**config.mk**
```make
export PLATFORM = sky130hd
export DESIGN_NAME = sel_sequencer
export DESIGN_NICKNAME = d
export VERILOG_FILES = /design/src/rtl/sel_sequencer.sv
export SDC_FILE = /design/constraint.sdc
export NUM_CORES = 1
export LEC_CHECK = 0
export BUFFER_PORTS_ARGS = -buffer_cell sky130_fd_sc_hd__clkbuf_2
export CAP_MARGIN = 5
export CORE_UTILIZATION = 30
export CTS_BUF_LIST = sky130_fd_sc_hd__clkbuf_8
export CTS_CLUSTER_SIZE = 16
export DETAILED_ROUTE_END_ITERATION = 6
export HOLD_SLACK_MARGIN = 0.03
export PLACE_DENSITY = 0.47
export SYNTH_ARGS = -nofsm -noshare
export SYNTH_HDL_FRONTEND = slang
export SYNTH_SLANG_ARGS = --single-unit
```
**constraint.sdc**
```tcl
create_clock -name clk -period 2.4 [get_ports clk]
set_clock_uncertainty 0.05 [all_clocks]
set_input_delay 0.36 -clock clk [delete_from_list [all_inputs] [get_ports clk]]
set_output_delay 0.36 -clock clk [all_outputs]
set_load 0.005 [all_outputs]
```
**src/rtl/sel_sequencer.sv**
```systemverilog
// sel_sequencer: steps the 2-bit decoder select code through 00..11 with a
// programmable dwell per code. It supports start/stop, manual single-step in
// IDLE, and one-shot (single pass) operation.
// Optional build macro SEL_SEQ_PINGPONG_EN: in RUN, bounce between 00 and 11
// using an internal direction bit instead of the dir input.
// Control pulses (start/stop/step) are single-cycle and sampled on the rising
// edge. All outputs are registers.
module sel_sequencer #(
   parameter int DW_W = 8
) (
   input  logic            clk,
   input  logic            rst_n,
   input  logic            start,
   input  logic            stop,
   input  logic            step,
   input  logic            dir,
   input  logic            oneshot,
   input  logic [DW_W-1:0] dwell,
   output logic [1:0]      sel,
   output logic            busy,
   output logic            wrap,
   output logic            done
);

   typedef enum logic {
      ST_IDLE = 1'b0,
      ST_RUN  = 1'b1
   } state_t;

   state_t          state_q, state_d;
   logic [1:0]      sel_q, sel_d;
   logic            busy_q, busy_d;
   logic            wrap_q, wrap_d;
   logic            done_q, done_d;
   logic [DW_W-1:0] cnt_q, cnt_d;
   logic [DW_W-1:0] dwell_q, dwell_d;
   logic            oneshot_q, oneshot_d;

   // Result of one RUN-mode advance from the current code.
   logic [1:0]      adv_sel;
   logic            adv_wrap;
   logic            adv_done;

`ifdef SEL_SEQ_PINGPONG_EN
   // Internal bounce direction: 1 = counting up.
   logic            pp_up_q, pp_up_d;
   logic            adv_up;
   logic            adv_up_next;

   // Compute the ping-pong advance; turn around at the terminal codes.
   always_comb begin
      adv_up = pp_up_q;
      if (pp_up_q && (sel_q == 2'b11)) begin
         adv_up = 1'b0;
      end else if (!pp_up_q && (sel_q == 2'b00)) begin
         adv_up = 1'b1;
      end
      adv_sel     = adv_up ? (sel_q + 2'd1) : (sel_q - 2'd1);
      adv_wrap    = adv_up ? (adv_sel == 2'b11) : (adv_sel == 2'b00);
      adv_up_next = adv_wrap ? ~adv_up : adv_up;
      adv_done    = oneshot_q && !adv_up && (adv_sel == 2'b00);
   end
`else
   // Compute the modulo-4 advance in the direction given by dir.
   always_comb begin
      adv_sel  = dir ? (sel_q - 2'd1) : (sel_q + 2'd1);
      adv_wrap = dir ? (sel_q == 2'b00) : (sel_q == 2'b11);
      adv_done = oneshot_q && adv_wrap;
   end
`endif

   // Next-state and output logic for the IDLE/RUN controller.
   always_comb begin
      state_d   = state_q;
      sel_d     = sel_q;
      cnt_d     = cnt_q;
      dwell_d   = dwell_q;
      oneshot_d = oneshot_q;
      wrap_d    = 1'b0;
      done_d    = 1'b0;
`ifdef SEL_SEQ_PINGPONG_EN
      pp_up_d   = pp_up_q;
`endif
      case (state_q)
         ST_IDLE: begin
            if (stop) begin
               // stop beats start and step; nothing changes.
               state_d = ST_IDLE;
            end else if (start) begin
               state_d   = ST_RUN;
               dwell_d   = dwell;
               oneshot_d = oneshot;
               cnt_d     = '0;
`ifdef SEL_SEQ_PINGPONG_EN
               pp_up_d   = 1'b1;
`endif
            end else if (step) begin
               sel_d  = dir ? (sel_q - 2'd1) : (sel_q + 2'd1);
               wrap_d = dir ? (sel_q == 2'b00) : (sel_q == 2'b11);
            end
         end
         ST_RUN: begin
            if (stop) begin
               // stop pre-empts an advance due on the same edge.
               state_d = ST_IDLE;
               cnt_d   = '0;
            end else if (cnt_q == dwell_q) begin
               cnt_d  = '0;
               sel_d  = adv_sel;
               wrap_d = adv_wrap;
               done_d = adv_done;
`ifdef SEL_SEQ_PINGPONG_EN
               pp_up_d = adv_up_next;
`endif
               if (adv_done) begin
                  state_d = ST_IDLE;
               end
            end else begin
               cnt_d = cnt_q + DW_W'(1);
            end
         end
         default: begin
            state_d = ST_IDLE;
            cnt_d   = '0;
         end
      endcase
      busy_d = (state_d == ST_RUN);
   end

   // State and output registers; reset aborts any run at once.
   always_ff @(posedge clk or negedge rst_n) begin
      if (!rst_n) begin
         state_q   <= ST_IDLE;
         sel_q     <= 2'b00;
         busy_q    <= 1'b0;
         wrap_q    <= 1'b0;
         done_q    <= 1'b0;
         cnt_q     <= '0;
         dwell_q   <= '0;
         oneshot_q <= 1'b0;
      end else begin
         state_q   <= state_d;
         sel_q     <= sel_d;
         busy_q    <= busy_d;
         wrap_q    <= wrap_d;
         done_q    <= done_d;
         cnt_q     <= cnt_d;
         dwell_q   <= dwell_d;
         oneshot_q <= oneshot_d;
      end
   end

`ifdef SEL_SEQ_PINGPONG_EN
   // Ping-pong direction register.
   always_ff @(posedge clk or negedge rst_n) begin
      if (!rst_n) begin
         pp_up_q <= 1'b1;
      end else begin
         pp_up_q <= pp_up_d;
      end
   end
`endif

   assign sel  = sel_q;
   assign busy = busy_q;
   assign wrap = wrap_q;
   assign done = done_q;

endmodule

```
==> out/qor.csv, run 1 <==
stage,metric,value,unit
synth,synthesized flop and latch total,22,
placement,gp weighted congestion,0.8602,
clock_tree,Sink Count,22,
clock_tree,hold_buf cts,0,
die,Die H,64.98,µm
global_route,first-pass GRT wire length,4.167,mm
clock_tree,CTS tree,yes,
clock_tree,PostCTS Resize Cnt,0,
outcome,status,completed,
synth,sequential area share after synthesis,46.27,%
setup_path,Crit Path Class,reg -> reg,
sta,fmax,558.1,MHz
routing,DRC viols,0,
synth,Mapped Cells,117,
synth,mean post-synth cell area,10.17,µm²
setup_path,CP Data Arrival Time,1.87,ns
power_and_ir_drop,sequential share of power,46.5,%
die,Top-Level Pins,20,
clock_tree,clk_lat worst skew,0.26,ns
global_route,vias in the first global route,879,
routing,Via density,4.951,
sta,final worst-path cycle share,74.65,%
setup_path,Worst setup SP type,flop,
die,die area,4222,µm²
setup_path,reg-to-reg setup timing slack,0.61,ns
global_route,M3 GR Usage,2.289,%
global_route,most crowded layer after global routing,met2,
power_and_ir_drop,Net Sw Frac,27.11,%
power_and_ir_drop,switching power total,0.0002775,W
clock_tree,setup bufs post-CTS,0,
sta,Final Max Tran Viols,0,
power_and_ir_drop,Cell Int Power,0.0007464,W
sta,fin crit period,1.792,ns
global_route,GRT Util Overall,12.90,%
synth,post-synthesis instance area,1190,µm²
sta,setup_tns,0,ns
die,Initial Util,31.78,%
final_layout,area grow syn2layout,17.88,%
global_route,initial antenna violation count,0,
clock_tree,Worst-path clk slew,0.08,ns
synth,Netlist cell types,34,
sta,slew margin rel.,63.49,%
setup_path,Worst Path Required,2.48,ns
routing,Detail Route Antenna Nets,0,
power_and_ir_drop,clock power share,33.5,%
final_layout,nets,154,
placement,pre-CTS setup slack,0.5724,ns
final_layout,Antenna diodes,0,
global_route,grt ovf,0,
power_and_ir_drop,Leakage,0.5927,nW
sta,Fin. Hold Viols,0,
global_route,largest net degree at the start of global routing,23,
routing,DRT iter0 DRCs,44,
global_route,met1 Use GR,17.51,%
setup_path,R2R Path Start,cnt_q[5],
synth,Ys Warns,0,
run,Max-cap violations,0,
setup_path,Worst Setup End Kind,flop,
power_and_ir_drop,Logic pwr share,19.9,%
setup_path,Worst Setup SP,cnt_q[5],
sta,Final Worst Setup Slack,0.6083,ns
global_route,M2 GR Usage,20.57,%
placement,Port Buffer Count,19,
routing,vias,916,
placement,post-DP HPWL,1.775,mm
power_and_ir_drop,peak supply drop,0.3657,mV
power_and_ir_drop,Final Power,0.001024,W
clock_tree,Root Buffer Master,clkbuf_8,
min_path,worst min path class,in -> async,
sta,final setup violation count,0,
die,die span in x,64.98,µm
setup_path,worst-path fanout max,9,
routing,Routed WL per cell,13.04,µm
routing,DR pass1 iterations,4,
die,Core ar.,3744,µm²
power_and_ir_drop,PwrDens,730.0,nW/µm²
sta,Tightest Pin Transition,0.5477,ns
die,cell row count,22,
clock_tree,CTS Buffer Depth,2,
routing,Total Wirelength,2.413,mm
synth,Syn Nets,133,
final_layout,layout cells sized above 1,25.55,%
final_layout,fillers,400,
sta,RSZ-0062 raised after global routing,false,
clock_tree,number of CTS-inserted buffers,3,
clock_tree,H-tree Lvls,1,
## final cells by class
type	count	area (µm²)	share of cell area [%]
Clock buffer	3	41.29	2.944
Sequential cell	22	550.5	39.25
Clock inverter	1	30.03	2.141
Timing Repair Buffer	19	95.09	6.780
Inverter	6	22.52	1.606
Multi-Input combinational cell	86	603.1	43.00
Tap cell	48	60.06	4.282
## cell usage in the layout, fill, tap and decap left out, drive strengths merged, types with 3 or more instances in the layout
| master | Yosys | layout |
|---|---|---|
| dfrtp | 22 | 22 |
| clkbuf | 1 | 22 |
| nand2 | 12 | 12 |
| o21ai | 10 | 10 |
| xnor2 | 9 | 9 |
| mux2 | 8 | 8 |
| inv | 6 | 6 |
| nor2 | 5 | 5 |
| nand2b | 4 | 4 |
| xor2 | 4 | 4 |
| o211ai | 4 | 4 |
| nor3 | 3 | 3 |
| nor2b | 3 | 3 |
| nand3 | 3 | 3 |
## sequential cells by signal, indices dropped and copies added (netlist names)
name and flops:
dwell_q 8, done 1, busy 1, sel 2, cnt_q 8, wrap 1
oneshot_q 1
## power groups by stage
| stage | clock (W) | sequential [W] | combinational (W) |
|---|---|---|---|
| after floorplan | 0 | 0.000463 | 0.000165 |
| after CTS | 0.000356 | 0.000477 | 0.000208 |
| after global placement | 0 | 0.000484 | 0.000203 |
| after detailed placement | 0 | 0.000485 | 0.000207 |
| after global routing | 0.000366 | 0.000486 | 0.000230 |
| final | 0.000343 | 0.000476 | 0.000204 |
## cells in the mapped netlist
cell type  instances  area, µm²
a2111oi_0          1      8.760
or4_1              1      7.510
nor2_1             4      15.01
xnor2_1            9      78.83
o211a_1            1      10.01
nand4b_1           1      8.760
a221oi_1           1      8.760
nor2b_1            3      18.77
ha_1               1      12.51
o22ai_1            1      6.260
o21ai_0            9      45.04
nand3b_1           2      15.01
a21oi_1            2      10.01
nand2b_1           4      25.02
dfrtp_1           22      550.5
clkbuf_1           1      3.750
and2_1             1      6.260
o311ai_0           1      8.760
nand3_1            3      15.01
mux2_2             8      90.09
inv_1              6      22.52
nor4b_1            2      17.52
nor2_2             1      6.260
o211ai_1           4      30.03
and3_2             1      7.510
o2111ai_1          1      8.760
xor2_1             4      35.03
o2111a_1           1      11.26
nand2_1           12      45.04
nand4_2            2      25.02
nor3_1             3      15.01
o21ai_1            1      5.000
nor4_1             1      6.260
buf_2              2      10.01
## final timing paths
kind / depth (start not counted) / endpoint
max in group asynchronous: 1 / dwell_q[7]
setup reg to reg: 4 / cnt_q[7]
min in group clk: 3 / oneshot_q
hold reg to reg: 1 / dwell_q[3]
setup / recovery: 4 / cnt_q[7]
hold / removal: 1 / wrap
## cells by family (layout without fill, tap and decap cells)
logic type / after synthesis / in the layout / share of synthesized area [%]
and+or+nand+nor: 41 / 41 / 19.66
AOI/OAI and AO/OA: 23 / 23 / 12.83
DFF: 22 / 22 / 46.27
xor gates and xnor gates: 13 / 13 / 9.569
buffers and inverters: 9 / 29 / 3.049
muxes: 8 / 8 / 7.571
adders and majority gates: 1 / 1 / 1.051
## metrics by stage
step / hold WS (ns) / utilization, % / area, µm² / instances
after floorplan: 0.01441 / - / 1190 / 117
after global routing: 0.06550 / 37.47 / 1403 / 185
after detailed placement: 0.3281 / 35.56 / 1331 / 181
after global placement: 0.3395 / 35.56 / 1331 / 181
final: 0.01427 / 37.47 / 1403 / 185
after CTS: 0.03590 / 37.47 / 1403 / 185
## routing by layer
metal,share of wire (%),vias to the layer above
met4,0.54,0
met2,47,15
met3,3.3,2
met1,49,443
met5,0,-
li1,-,456
## critical path, cell delays in order (launching register included)
cell and delay, ns:
dfrtp_1 0.46, xnor2_1 0.20, nand4_2 0.25, o21ai_1 0.51, o21ai_0 0.18
No activity file was read; power rests on OpenSTA's default activity.
==> run 2: changes to the inputs <==
- PLACE_DENSITY: 0.47 -> 0.49
- clock period: 2.4 -> 1.52 ns (I/O delays scaled with it)
==> run 2 against run 1 <==
  * The run now ends with setup timing left
  * First-iteration DRC count increased by 30%
  * Worst setup slack got worse by 0.63 ns
  * Clock power grew 4%
  * Die area is the same
  * Register-to-register slack got worse by 0.63 ns
  * Hold slack improved by 0.097 ns
==> out/qor.csv, run 2 (synthesis results as in run 1) <==
stage,metric,value,unit,change
outcome,status,finished with violations,,
outcome,failing checks,setup timing,,
routing,Routed WL per cell,12.51,µm,-4.1%
min_path,hold-critical path depth,3,,
final_layout,area grow syn2layout,38.49,%,
routing,DRC viols,0,,unchanged
clock_tree,H-tree Lvls,1,,unchanged
die,cell row count,22,,unchanged
clock_tree,Worst-path clk slew,0.08,ns,about the same
global_route,largest net degree at the start of global routing,23,,unchanged
die,Top-Level Pins,20,,unchanged
sta,Final Worst Setup Slack,-0.01708,ns,-0.6254 ns
sta,RSZ-0062 raised after global routing,true,,
global_route,vias in the first global route,1029,,+17%
global_route,first-pass GRT wire length,4.436,mm,+6.5%
sta,fin crit period,1.537,ns,-0.2546 ns
die,Initial Util,31.78,%,unchanged
placement,post-DP HPWL,1.971,mm,+11%
sta,slew margin rel.,62.03,%,-1.5 points
clock_tree,Root Buffer Master,clkbuf_8,,
power_and_ir_drop,Leakage,0.7372,nW,+24%
sta,Tightest Pin Transition,0.5695,ns,+0.02184 ns
die,Core ar.,3744,µm²,unchanged
routing,Via density,4.802,,-3.0%
min_path,worst min path class,in -> reg,,
routing,vias,994,,+8.5%
die,Die H,64.98,µm,unchanged
final_layout,layout cells sized above 1,42.77,%,+17 points
clock_tree,Sink Count,22,,unchanged
routing,DRT iter0 DRCs,57,,+30%
setup_path,Crit Path Class,reg -> reg,,
sta,final worst-path cycle share,101.1,%,+26 points
placement,gp weighted congestion,0.8081,,-6.1%
sta,Fin. Hold Viols,0,,unchanged
final_layout,fillers,391,,-2.3%
final_layout,nets,177,,+15%
power_and_ir_drop,PwrDens,959.3,nW/µm²,+31%
clock_tree,CTS Buffer Depth,2,,unchanged
setup_path,worst-path fanout max,5,,-4
setup_path,reg-to-reg setup timing slack,-0.02,ns,-0.63 ns
run,Max-cap violations,0,,unchanged
setup_path,Worst Setup End Kind,flop,,
power_and_ir_drop,peak supply drop,0.3955,mV,+8.2%
sta,fmax,650.6,MHz,+17%
sta,final setup violation count,1,,+1
setup_path,path depth of the worst reg2reg path,4,,unchanged
setup_path,CP Data Arrival Time,1.67,ns,-0.20 ns
setup_path,largest stage delay on the critical path,0.49,ns,-0.02 ns
routing,Total Wirelength,2.590,mm,+7.3%
final_layout,Sequential cell area,551.8,µm²,+0.23%
final_layout,Multi-input gate area,701.9,µm²,+16%
setup_path,Worst Path Required,1.66,ns,-0.82 ns
sta,setup_tns,-0.01708,ns,-0.01708 ns
setup_path,CP max stage cell,or4_1,,
setup_path,"Cell Chain, Critical Path","xnor2_2, nand4_4, or4_1, o211ai_1",,
final_layout,Antenna diodes,0,,unchanged
die,die area,4222,µm²,unchanged
setup_path,Reg-to-Reg End,sel[0],,
setup_path,Worst setup SP type,flop,,
global_route,grt ovf,0,,unchanged
sta,Final Max Tran Viols,0,,unchanged
min_path,Hold Path Sink,oneshot_q,,
clock_tree,clk_lat worst skew,0.26,ns,about the same
setup_path,R2R Path Start,cnt_q[0],,
clock_tree,CTS tree,yes,,
clock_tree,number of CTS-inserted buffers,3,,unchanged
min_path,Min-Delay Startpoint,oneshot,,
global_route,initial antenna violation count,0,,unchanged
die,die span in x,64.98,µm,unchanged
routing,DR pass1 iterations,4,,unchanged
placement,Port Buffer Count,19,,unchanged
final_layout,"commonest non-fill, non-tap cells in the layout","22 x buf_4, 21 x dfrtp_1, 19 x clkbuf_2",,
power_and_ir_drop,Final Power,0.001581,W,+54%
global_route,GRT Util Overall,14.19,%,+1.3 points
sta,Hold Slack,0.1116,ns,+0.09731 ns
routing,Detail Route Antenna Nets,0,,unchanged
final_layout,"most common cell after layout, fill and taps aside",buf_4,,
## run 2: critical path: cells and delay by family (launching register included)
kind	cells	cell delay, ns
AO/OA/AOI/OAI	1	0.10
XOR/XNOR	1	0.22
flip-flops	1	0.45
AND/OR/NAND/NOR	2	0.64
## run 2: per-layer routing
metal,wire length (µm),GRT usage [%],up-vias
li1,-,-,502
met1,1210,16.72,471
met2,1244,24.09,16
met3,86,2.817,5
met4,48,7.500,0
met5,0,0,-
## run 2: how the worst max path moves through the flow
stage                         from     end  slack [ns]
after global placement    cnt_q[2]    busy      -0.009
after CTS                 cnt_q[0]  sel[0]       -0.05
after floorplan           cnt_q[0]  sel[0]        0.04
after detailed placement  cnt_q[0]  sel[0]       -0.04
after global routing      cnt_q[0]  sel[0]       -0.08
final                     cnt_q[0]  sel[0]       -0.02
## run 2: layout make-up
type                       count  area share [%]
tap                           48           3.645
clock buffer                   3           2.506
sequential                    22           33.49
timing repair buffer          42           16.40
inverter                       6           1.367
multi-input combinational     86           42.60
## run 2: repair_timing
action,CTS,global route
resized for setup,2,15
hold buffers,1,0
hold endpoints to repair,22,0
buffers inserted,0,1
pin swaps,1,3
endpoints found under the setup margin,4,11
gates cloned,0,0
## run 2: per-stage QoR
stage	utilization, %	instances	setup slack, ns	area (µm²)
global placement	39.77	202	-0.008741	1489
floorplan	-	117	0.03904	1190
detailed placement	39.77	202	-0.04059	1489
CTS	41.51	206	-0.05049	1554
finish	44.02	207	-0.01708	1648
global route	44.02	207	-0.07555	1648
## run 2: report_power, final
| group | internal, W | switching, W | total (W) |
|---|---|---|---|
| clock | 0.000177 | 0.000180 | 0.000357 |
| combinational | 0.000254 | 0.000223 | 0.000477 |
| sequential | 0.000666 | 0.0000807 | 0.000747 |
| total | 0.00110 | 0.000484 | 0.00158 |
